<file path="src/rtl/script_pkg.sv">
// -----------------------------------------------------------------------------
// script_pkg
// Shared definitions for the script loader / script decoder pair.
//   - opcode constants of the 16-bit instruction word
//   - bit positions of the instruction word fields
//       {i_num[15:8], i_sign[7:5], fun[4:3], op_code[2:0]}
//   - loader FSM state enum
//   - instr_valid(): opcode/fun legality rule used by the optional
//     content check (SCRIPT_LOADER_OPCHECK_EN)
// -----------------------------------------------------------------------------
package script_pkg;

   localparam logic [2:0] OP_ACTION = 3'b001;
   localparam logic [2:0] OP_JUMP   = 3'b010;
   localparam logic [2:0] OP_WAIT   = 3'b011;
   localparam logic [2:0] OP_STATE  = 3'b100;

   localparam int OPC_LSB  = 0;
   localparam int OPC_MSB  = 2;
   localparam int FUN_LSB  = 3;
   localparam int FUN_MSB  = 4;
   localparam int SIGN_MSB = 7;
   localparam int INUM_LSB = 8;
   localparam int INUM_MSB = 15;

   typedef enum logic [2:0] {
      ST_IDLE  = 3'd0,
      ST_LOW   = 3'd1,
      ST_HIGH  = 3'd2,
      ST_WRITE = 3'd3,
      ST_DONE  = 3'd4
   } loader_state_e;

   // ACTION accepts any fun; JUMP/WAIT/STATE only use fun 00/01.
   function automatic logic instr_valid(input logic [15:0] word);
      logic [2:0] op;
      logic [1:0] fn;
      op = word[OPC_MSB:OPC_LSB];
      fn = word[FUN_MSB:FUN_LSB];
      case (op)
         OP_ACTION:                  instr_valid = 1'b1;
         OP_JUMP, OP_WAIT, OP_STATE: instr_valid = (fn == 2'b00) || (fn == 2'b01);
         default:                    instr_valid = 1'b0;
      endcase
   endfunction

endpackage

</file>
<file path="src/rtl/script_loader_if.sv">
// -----------------------------------------------------------------------------
// script_loader_if
// Byte-in / word-out bus of the script loader.
//   rx_valid, rx_data : received byte strobe and byte (UART side)
//   wr_en, wr_addr,
//   wr_data           : script RAM write port
// Modports:
//   master : byte source / RAM observer (drives rx_*)
//   slave  : script_loader (drives wr_*)
// -----------------------------------------------------------------------------
interface script_loader_if #(
   parameter int ADDR_W = 8
);
   logic              rx_valid;
   logic [7:0]        rx_data;
   logic              wr_en;
   logic [ADDR_W-1:0] wr_addr;
   logic [15:0]       wr_data;

   modport master (
      output rx_valid,
      output rx_data,
      input  wr_en,
      input  wr_addr,
      input  wr_data
   );

   modport slave (
      input  rx_valid,
      input  rx_data,
      output wr_en,
      output wr_addr,
      output wr_data
   );
endinterface

</file>
<file path="src/rtl/byte_pair_packer.sv">
// -----------------------------------------------------------------------------
// byte_pair_packer
// Little-endian byte pair latch for the script loader.
// Ports:
//   clk, rst_n   : clock, asynchronous active-low reset
//   i_lo_en      : latch i_byte into o_word[7:0]
//   i_hi_en      : latch i_byte into o_word[15:8]
//   i_byte       : received byte
//   o_word       : assembled instruction word (held between loads)
//   o_word_vld   : one-cycle strobe, the cycle after the high byte is latched
// -----------------------------------------------------------------------------
module byte_pair_packer
   import script_pkg::*;
(
   input  logic        clk,
   input  logic        rst_n,
   input  logic        i_lo_en,
   input  logic        i_hi_en,
   input  logic [7:0]  i_byte,
   output logic [15:0] o_word,
   output logic        o_word_vld
);

   logic [15:0] r_word_p0;
   logic        r_vld_p0;

   always_ff @(posedge clk or negedge rst_n) begin
      if (!rst_n) begin
         r_word_p0 <= '0;
         r_vld_p0  <= 1'b0;
      end else begin
         r_vld_p0 <= i_hi_en;
         if (i_lo_en) r_word_p0[SIGN_MSB:OPC_LSB]  <= i_byte;
         if (i_hi_en) r_word_p0[INUM_MSB:INUM_LSB] <= i_byte;
      end
   end

   assign o_word     = r_word_p0;
   assign o_word_vld = r_vld_p0;

endmodule

</file>
<file path="src/rtl/script_loader.sv">
// -----------------------------------------------------------------------------
// script_loader
// Packs UART bytes (little-endian pairs) into 16-bit script instructions and
// writes them to the script RAM at consecutive addresses from 0 while
// script_mode is high.
// Parameters:
//   ADDR_W : script RAM address width (default 8)
//   DEPTH  : maximum instruction count, DEPTH <= 2**ADDR_W (default 256)
// Ports:
//   clk, rst_n   : clock, asynchronous active-low reset
//   script_mode  : 1 = load mode; rising edge starts, falling edge ends a load
//   bus (slave)  : rx_valid/rx_data in, wr_en/wr_addr/wr_data out
//   script_len   : instructions written in the current/last load (saturates)
//   load_done    : level, clean load finished
//   load_err     : sticky per load: overflow, odd byte count, bad opcode
// Build option:
//   SCRIPT_LOADER_OPCHECK_EN : flag illegal op_code/fun combinations
//                              (the word is still written)
// -----------------------------------------------------------------------------
module script_loader
   import script_pkg::*;
#(
   parameter int ADDR_W = 8,
   parameter int DEPTH  = 256
) (
   input  logic              clk,
   input  logic              rst_n,
   input  logic              script_mode,
   script_loader_if.slave    bus,
   output logic [ADDR_W:0]   script_len,
   output logic              load_done,
   output logic              load_err
);

   localparam logic [ADDR_W:0]   LEN_MAX  = (ADDR_W+1)'(DEPTH);
   localparam logic [ADDR_W:0]   LEN_ONE  = (ADDR_W+1)'(1);
   localparam logic [ADDR_W-1:0] ADDR_ONE = ADDR_W'(1);

   loader_state_e     r_state, w_state_nxt;
   logic              r_mode_p0, r_mode_p1;
   logic [ADDR_W:0]   r_len;
   logic [ADDR_W-1:0] r_wr_addr;
   logic              r_load_done, r_load_err, r_end_pend;

   logic              w_rise, w_fall, w_rx, w_start;
   logic [ADDR_W:0]   w_len_eff;
   logic              w_full, w_lo_acc, w_hi_acc, w_ovf;
   logic              w_odd_end, w_op_bad, w_err_set, w_to_done;
   logic [15:0]       w_word;
   logic              w_word_vld;

   // Mode is registered twice; edges come from the registered copies.
   always_ff @(posedge clk or negedge rst_n) begin
      if (!rst_n) begin
         r_mode_p0 <= 1'b0;
         r_mode_p1 <= 1'b0;
      end else begin
         r_mode_p0 <= script_mode;
         r_mode_p1 <= r_mode_p0;
      end
   end

   assign w_rise  = r_mode_p0 & ~r_mode_p1;
   assign w_fall  = ~r_mode_p0 & r_mode_p1;
   // Bytes are ignored as soon as the raw mode input drops.
   assign w_rx    = bus.rx_valid & script_mode;
   assign w_start = w_rise & ((r_state == ST_IDLE) | (r_state == ST_DONE));

   // A low byte arriving during WRITE must see the count that write produces.
   assign w_len_eff = (r_state == ST_WRITE) ? (r_len + LEN_ONE) : r_len;
   assign w_full    = (w_len_eff >= LEN_MAX);

   assign w_lo_acc  = w_rx & ~w_full & ((r_state == ST_LOW) | (r_state == ST_WRITE));
   assign w_ovf     = w_rx &  w_full & ((r_state == ST_LOW) | (r_state == ST_WRITE));
   assign w_hi_acc  = w_rx & (r_state == ST_HIGH);
   assign w_odd_end = (r_state == ST_HIGH) & w_fall;

`ifdef SCRIPT_LOADER_OPCHECK_EN
   assign w_op_bad = (r_state == ST_WRITE) & ~instr_valid(w_word);
`else
   assign w_op_bad = 1'b0;
`endif

   assign w_err_set = w_ovf | w_odd_end | w_op_bad;
   assign w_to_done = (r_state != ST_DONE) & (w_state_nxt == ST_DONE);

   byte_pair_packer u_packer (
      .clk        (clk),
      .rst_n      (rst_n),
      .i_lo_en    (w_lo_acc),
      .i_hi_en    (w_hi_acc),
      .i_byte     (bus.rx_data),
      .o_word     (w_word),
      .o_word_vld (w_word_vld)
   );

   // State register
   always_ff @(posedge clk or negedge rst_n) begin
      if (!rst_n) r_state <= ST_IDLE;
      else        r_state <= w_state_nxt;
   end

   // Next-state logic
   always_comb begin
      w_state_nxt = r_state;
      case (r_state)
         ST_IDLE, ST_DONE: if (w_rise) w_state_nxt = ST_LOW;
         ST_LOW: begin
            if (w_fall | r_end_pend) w_state_nxt = ST_DONE;
            else if (w_lo_acc)       w_state_nxt = ST_HIGH;
         end
         ST_HIGH: begin
            if (w_fall)        w_state_nxt = ST_DONE;
            else if (w_hi_acc) w_state_nxt = ST_WRITE;
         end
         // The write always completes; an end request seen here is parked in
         // r_end_pend and honoured from LOW on the following cycle.
         ST_WRITE: begin
            if (w_lo_acc) w_state_nxt = ST_HIGH;
            else          w_state_nxt = ST_LOW;
         end
         default: w_state_nxt = ST_IDLE;
      endcase
   end

   // Counters and status flags
   always_ff @(posedge clk or negedge rst_n) begin
      if (!rst_n) begin
         r_len       <= '0;
         r_wr_addr   <= '0;
         r_load_done <= 1'b0;
         r_load_err  <= 1'b0;
         r_end_pend  <= 1'b0;
      end else if (w_start) begin
         r_len       <= '0;
         r_wr_addr   <= '0;
         r_load_done <= 1'b0;
         r_load_err  <= 1'b0;
         r_end_pend  <= 1'b0;
      end else begin
         if (r_state == ST_WRITE) begin
            if (r_len < LEN_MAX)        r_len     <= r_len + LEN_ONE;
            if (r_wr_addr != '1)        r_wr_addr <= r_wr_addr + ADDR_ONE;
            if (w_fall)                 r_end_pend <= 1'b1;
         end
         if (w_err_set) r_load_err <= 1'b1;
         if (w_to_done) begin
            r_load_done <= ~(r_load_err | w_err_set);
            r_end_pend  <= 1'b0;
         end
      end
   end

   // Outputs
   always_comb begin
      bus.wr_en   = (r_state == ST_WRITE) & w_word_vld;
      bus.wr_addr = r_wr_addr;
      bus.wr_data = w_word;
      script_len  = r_len;
      load_done   = r_load_done;
      load_err    = r_load_err;
   end

endmodule
</file>
<file path="src/flat_wrapper.sv">
// flat-port wrapper written by rule: the top's interface ports become plain ports
module script_loader_flat import script_pkg::*;
#(
   parameter int ADDR_W = 8,
   parameter int DEPTH  = 256
)
  (clk, rst_n, script_mode, script_len, load_done, load_err, bus_rx_valid, bus_rx_data, bus_wr_en, bus_wr_addr, bus_wr_data);
  script_loader_if #(.ADDR_W(ADDR_W)) bus_i ();
  input  logic clk;
  input  logic rst_n;
  input  logic script_mode;
  output logic [ADDR_W:0] script_len;
  output logic load_done;
  output logic load_err;
  input wire logic [$bits(bus_i.rx_valid)-1:0] bus_rx_valid;
  input wire logic [$bits(bus_i.rx_data)-1:0] bus_rx_data;
  output wire logic [$bits(bus_i.wr_en)-1:0] bus_wr_en;
  output wire logic [$bits(bus_i.wr_addr)-1:0] bus_wr_addr;
  output wire logic [$bits(bus_i.wr_data)-1:0] bus_wr_data;
  assign bus_i.rx_valid = bus_rx_valid;
  assign bus_i.rx_data = bus_rx_data;
  assign bus_wr_en = bus_i.wr_en;
  assign bus_wr_addr = bus_i.wr_addr;
  assign bus_wr_data = bus_i.wr_data;
  script_loader #(.ADDR_W(ADDR_W), .DEPTH(DEPTH)) u_core (.clk(clk), .rst_n(rst_n), .script_mode(script_mode), .bus(bus_i), .script_len(script_len), .load_done(load_done), .load_err(load_err));
endmodule
</file>
<file path="config.mk">
export PLATFORM = sky130hd
export DESIGN_NAME = script_loader_flat
export DESIGN_NICKNAME = d
export VERILOG_FILES = /design/src/rtl/script_pkg.sv /design/src/rtl/script_loader_if.sv /design/src/rtl/byte_pair_packer.sv /design/src/rtl/script_loader.sv /design/src/flat_wrapper.sv
export SDC_FILE = /design/constraint.sdc
export NUM_CORES = 1
export LEC_CHECK = 0
export ABC_AREA = 1
export CAP_MARGIN = 20
export CORE_UTILIZATION = 29
export CTS_BUF_LIST = sky130_fd_sc_hd__clkbuf_16
export CTS_CLUSTER_SIZE = 8
export DETAILED_ROUTE_END_ITERATION = 7
export PLACE_DENSITY = 0.58
export SETUP_SLACK_MARGIN = 0.02
export SLEW_MARGIN = 0
export SYNTH_ARGS = -nofsm -noshare
export SYNTH_HDL_FRONTEND = slang
export SYNTH_SLANG_ARGS = --single-unit
</file>
<file path="constraint.sdc">
create_clock -name clk -period 3.34 [get_ports clk]
set_input_delay 0.668 -clock clk [delete_from_list [all_inputs] [get_ports clk]]
set_output_delay 0.668 -clock clk [all_outputs]
set_load 0.005 [all_outputs]
</file>
Word level (Yosys, flattened, before mapping):

Index checks and enable logic that the tools add are counted.

* $mul: 0
* reductions and logical operators: 12
* div/mod/pow operators: 0
* multiplexer cells: 22
* eq/ne operators: 7
* add/sub/neg operators: 2
* shift operators: 0
* bitwise gates (word level): 21
* order comparisons: 2

Operators by type and width (number)
* 2-to-1 mux 9 bit: 4
* 2-to-1 mux 8 bit: 3
* 2-to-1 mux 3 bit: 5
* AND 1 bit: 12
* one-hot mux 3 bit (4 select lines): 1
* nonzero test 2 bit: 5
* adder 9 x 1 -> 9 bit, second input constant: 1
* greater-or-equal comparator 9 bit, second input constant: 1
* < comparator 9 bit, second input constant: 1
* adder 8 x 1 -> 8 bit, second input constant: 1
* 2-to-1 mux 1 bit: 8
* inequality test 8 bit, second input constant: 1
* equality test 3 x 2 -> 1 bit, second input constant: 2
* equality test 3 bit, second input constant: 2
* AND reduction 2 bit: 3
* nonzero test 3 bit: 2
* OR 1 bit: 5
* NOT 1 bit: 4
* equality test 3 x 1 -> 1 bit, second input constant: 1
* logical NOT 3 bit: 1
* inequality test 3 bit, second input constant: 1
* 2-to-1 mux 2 bit: 1
* OR reduction 2 bit: 1

* memories kept: 0
* output and inout port bits: 36
* word-level logic and storage cells: 77
* bits in latches: 0
* memory bits (writable): 0
* bits in registers: 42
* bits of input ports: 12
* bits in read-only memories: 0

Depth between registers and ports, before layout:

* word-level depth: 13
* depth in mapped cells: 11
* depth with buffers taken out: 11

Cells and area by module:

A second synthesis with hierarchy kept.

* cell total of the unflattened synthesis: 242
* area, all modules: 2048.2 um2

By module, submodules not included
* script_loader: seq. area each 625.6 um2, cells an instance 173, instances 1, area an instance 1412.6 um2
* byte_pair_packer: seq. area each 425.4 um2, cells an instance 69, instances 1, area an instance 635.6 um2

Worst setup path before layout:

Ideal clock, no wire load.

* kind: register -> register
* start: register u_core.r_len[0], in the netlist u_core.script_len[0]
* end: register u_core.u_packer.r_word_p0[2], in the netlist u_core.u_packer.o_word[2]
* arrival time: 1.389 ns
* library setup time: 0.117 ns
* cell stages (with the launch flop): 12
* data required time: 3.223 ns
* buffers on the path: 1
* slack: 1.834 ns
* path through: dfrtp_1 -> ha_1 -> nand2_1 -> nor2_2 -> nand2_1 -> nand2_1 -> nand2_1 -> nand2_2 -> nand3_4 -> buf_6 -> nand2_2 -> o21ai_2

* longest elaborated chain between the ends: 6

Ends and longest elaborated chain
* start: declaration: RTL line script_loader.sv:41 `logic [ADDR_W:0] r_len;`
* start signal: assignment: RTL line script_loader.sv:142 `if (r_len < LEN_MAX) r_len <= r_len + LEN_ONE;`
* adder 9 x 1 -> 9 bit: RTL line script_loader.sv:70 `assign w_len_eff = (r_state == ST_WRITE) ? (r_len + LEN_ONE) : r_len;`
* 2-to-1 mux 9 bit *: RTL line script_loader.sv:70
* greater-or-equal comparator 9 bit *: RTL line script_loader.sv:71 `assign w_full = (w_len_eff >= LEN_MAX);`
* NOT 1 bit *: RTL line script_loader.sv:73 `assign w_lo_acc = w_rx & ~w_full & ((r_state == ST_LOW) | (r_state == ST_WRITE));`
* AND 1 bit * (2 in series): RTL line script_loader.sv:73
* end signal: indexed assignment: RTL line byte_pair_packer.sv:33 `if (i_lo_en) r_word_p0[SIGN_MSB:OPC_LSB] <= i_byte;`
* end signal: indexed assignment: RTL line byte_pair_packer.sv:34 `if (i_hi_en) r_word_p0[INUM_MSB:INUM_LSB] <= i_byte;`
* end: declaration: RTL line byte_pair_packer.sv:24 `logic [15:0] r_word_p0;`

Mark *: on every way between the ends. The rest lies on a longest branch, timed or not.
A chain may end at the register's enable or synchronous reset.

Worst setup path after layout:

* start: register u_core.r_state[2]
* end: output bus_wr_en

* longest elaborated chain between the ends: 2

Ends and longest elaborated chain
* start: declaration: RTL line script_loader.sv:39 `loader_state_e r_state, w_state_nxt;`
* start signal: assignment: RTL line script_loader.sv:100 `else r_state <= w_state_nxt;`
* equality test 3 x 2 -> 1 bit: RTL line script_loader.sv:156 `bus.wr_en = (r_state == ST_WRITE) & w_word_vld;`
* AND 1 bit: RTL line script_loader.sv:156
* end: declaration: RTL line flat_wrapper.sv:17 `output wire logic [$bits(bus_i.wr_en)-1:0] bus_wr_en;`

No other way between the ends.

==> results_dict.tcl <==
set metrics [dict create \
    status "complete, no violations" \
    fin_nets 295 \
    placementRows 30 \
    crit_fanout 8 \
    antenna_found_initial 0 \
    slew_viol_final 0 \
    synth_nets 245 \
    grtUsageTotal_pct 13.3 \
    synth_top_area_share_pct 51.4 \
    cpPeakStageDelay_ps 530 \
    cts_tree "done" \
    start_kind "flop" \
    gp_congestion 0.822 \
    drc 0 \
    yosysSeqAreaShare_pct 51.4 \
    synth.avg_cell_area_um2 8.85 \
    layout-area-overhead-vs-synth_pct 35.2 \
    antenna_cells 0 \
    crit_top_cell "inv_2" \
    wirelength_um 4320 \
    crit_buf_inv 3 \
    cts_buffers 5 \
    cts_setup_buffers 0 \
    dr.first_iter.drc_count 92 \
    dp_cells 370 \
    drive_gt1_share_pct 14.5 \
    synth_area_leaders "dfrtp_1, nand2_1, inv_1" \
    dpl.hpwl_um 3100 \
    clock_path_buffers 2 \
    grt_pass1_vias 1604 \
    synth_commonest_cells "nand2_1, dfrtp_1, inv_1" \
    synth.largest_area_cell "dfrtp_1" \
    fmaxAchievable_mhz 422 \
    fin_crit_sh_pct 71.0 \
    wire_per_inst_um 11.4 \
    grt_overflow 0 \
    cts_resized 0 \
    ys_types 28 \
    core_um2 6790 \
    die_height_um 85.9 \
    maxSlewHeadroom_pct 36.8 \
    die_x_um 85.9 \
    netlist_instances 231 \
    worstSetupEndpointType "output pin" \
    cts_max_level 2 \
    path_cells "inv_2 -> nand2_2 -> nor2_8 -> inv_2 -> nor2_1 -> clkdlybuf4s50_1" \
    async_flop_share_pct 100 \
    hold_class "reg -> reg" \
    synth_most_common_cell "nand2_1" \
    synth_area_um2 2040 \
    cts_root_buf "clkbuf_16" \
    avgViaCountPerCell 4.35 \
    power.density_nw_per_um2 723 \
    io_pins 48 \
    ys_seq_elements 42 \
    start_util_pct 30.1 \
    p_leak_nw 1.23 \
    port_buffers 47 \
    cts_hold_buf 0 \
    setup_viol 0 \
    synth_flop_cell "dfrtp_1" \
    path_clk_slew_ps 60 \
    synth_warnings 0 \
    firstDrtPassIters 4 \
    arrival_ps 1700 \
    crit_path_top_delay_cell "clkdlybuf4s50_1" \
    crit_required_ps 2670 \
    synth-edff-count 0 \
    tightest_slew_ps 948 \
    worstSetupPathType "reg -> out" \
    grt_max_degree 43 \
    fin_crit_ps 2370 \
    fin_skew_ps 3.53 \
    ir_worst_vdd_v 0.000327 \
    grt_pass1_wl_um 7630 \
    fin_setup_tns_ps 0 \
    die_area_um2 7380 \
    num_vias 1644 \
    path_delay_family "buffers and inverters" \
    ant_nets 0 \
    cts.sinks 42 \
    layout.cells.non_filler 378 \
    maxCapViolations 0 \
    clock_latency_ps 280 \
    rsz0062_at_grt "no" \
    finalHoldViolCount 0 \
]
## final timing paths
kind,cells after the start,from,endpoint,slack (ps)
setup / recovery,6,u_core.r_state[2],bus_wr_en,970
hold / removal,0,u_core.r_mode_p0,u_core.r_mode_p1,400
setup reg to reg,10,u_core.script_len[0],u_core.u_packer.o_word[5],1640
hold reg to reg,0,u_core.r_mode_p0,u_core.r_mode_p1,400
max in group asynchronous,1,rst_n,u_core.script_len[0],2230
min in group asynchronous,1,rst_n,u_core.bus.wr_addr[4],540
## layout make-up
cell class	count	area, um^2
Fill cell	697	4030
Timing Repair Buffer	48	473
Inverter	36	135
Multi-Input combinational cell	148	817
Tap cell	96	120
Sequential cell	42	1050
Clock inverter	3	40.0
Clock buffer	5	125
## registers in the layout, summed over array words and instances (netlist names)
register,flops
u_core.u_packer.o_word,16
u_core.script_len,9
u_core.bus.wr_addr,8
u_core.r_state,3
u_core.load_done,1
u_core.load_err,1
u_core.r_end_pend,1
u_core.r_mode_p0,1
u_core.r_mode_p1,1
u_core.u_packer.o_word_vld,1
## routing by layer
metal / vias up / GRT usage (%) / share of wire, %
li1: 845 / - / -
met1: 744 / 17.4 / 48
met2: 47 / 20.6 / 44
met3: 8 / 4.14 / 7.0
met4: 0 / 5.00 / 1.6
met5: - / 0 / 0
## metrics by stage
stage               instance area, um^2  power, W  util [%]  hold WS, ps  setup slack (ps)
global placement                   2600   0.00146      38.2          388              1240
floorplan                          2040   0.00110         -          372              1830
global route                       2760   0.00214      40.6          438               815
detailed placement                 2600   0.00146      38.2          392              1230
finish                             2760   0.00200      40.6          402               969
CTS                                2760   0.00203      40.6          406               950
## cell families (layout without fill, tap and decap cells)
group	Yosys count	after routing	synth area share, %
DFF	42	42	51.4
and+or+nand+nor	94	94	22.7
xor gates and xnor gates	8	8	3.43
AOI/OAI and AO/OA	44	44	12.6
buffers and inverters	41	92	8.57
adders and majority gates	2	2	1.22
## worst register-to-register path, cell delays in order, from the launching register on
cell	delay [ps]
dfrtp_1	440
ha_1	250
nand2_1	100
nor2_2	110
nand2_1	60
nand2_1	50
nand2_1	50
nand2_2	110
nand3_4	210
nand2_1	140
o21ai_2	50
## cell usage in the layout, fill, tap and decap left out
cell,count
clkbuf_16,5
o21ai_0,3
nor2_8,1
nand2_2,7
ha_1,2
nand3_1,18
o211ai_1,1
nand3_4,1
nand3_2,1
a31oi_1,1
nor2_4,1
o21ai_1,16
nor2_2,3
dfrtp_1,42
nor3_1,4
bufinv_16,1
nor2_1,9
nand4_1,1
nor3_2,2
inv_2,7
inv_1,29
buf_4,1
o22ai_1,1
o21ai_2,8
buf_2,1
o31ai_1,1
nand2_1,46
clkdlybuf4s50_1,46
xor2_1,8
clkinv_2,2
a21oi_1,13
## report_power, final
part	leakage (nW)	switching, W	total [W]	internal [W]
clock network	0.0836	0.000198	0.000548	0.000350
logic	0.595	0.000297	0.000658	0.000361
registers	0.550	0.000130	0.000792	0.000662
Note: power is estimated with default switching activity, not from simulation.
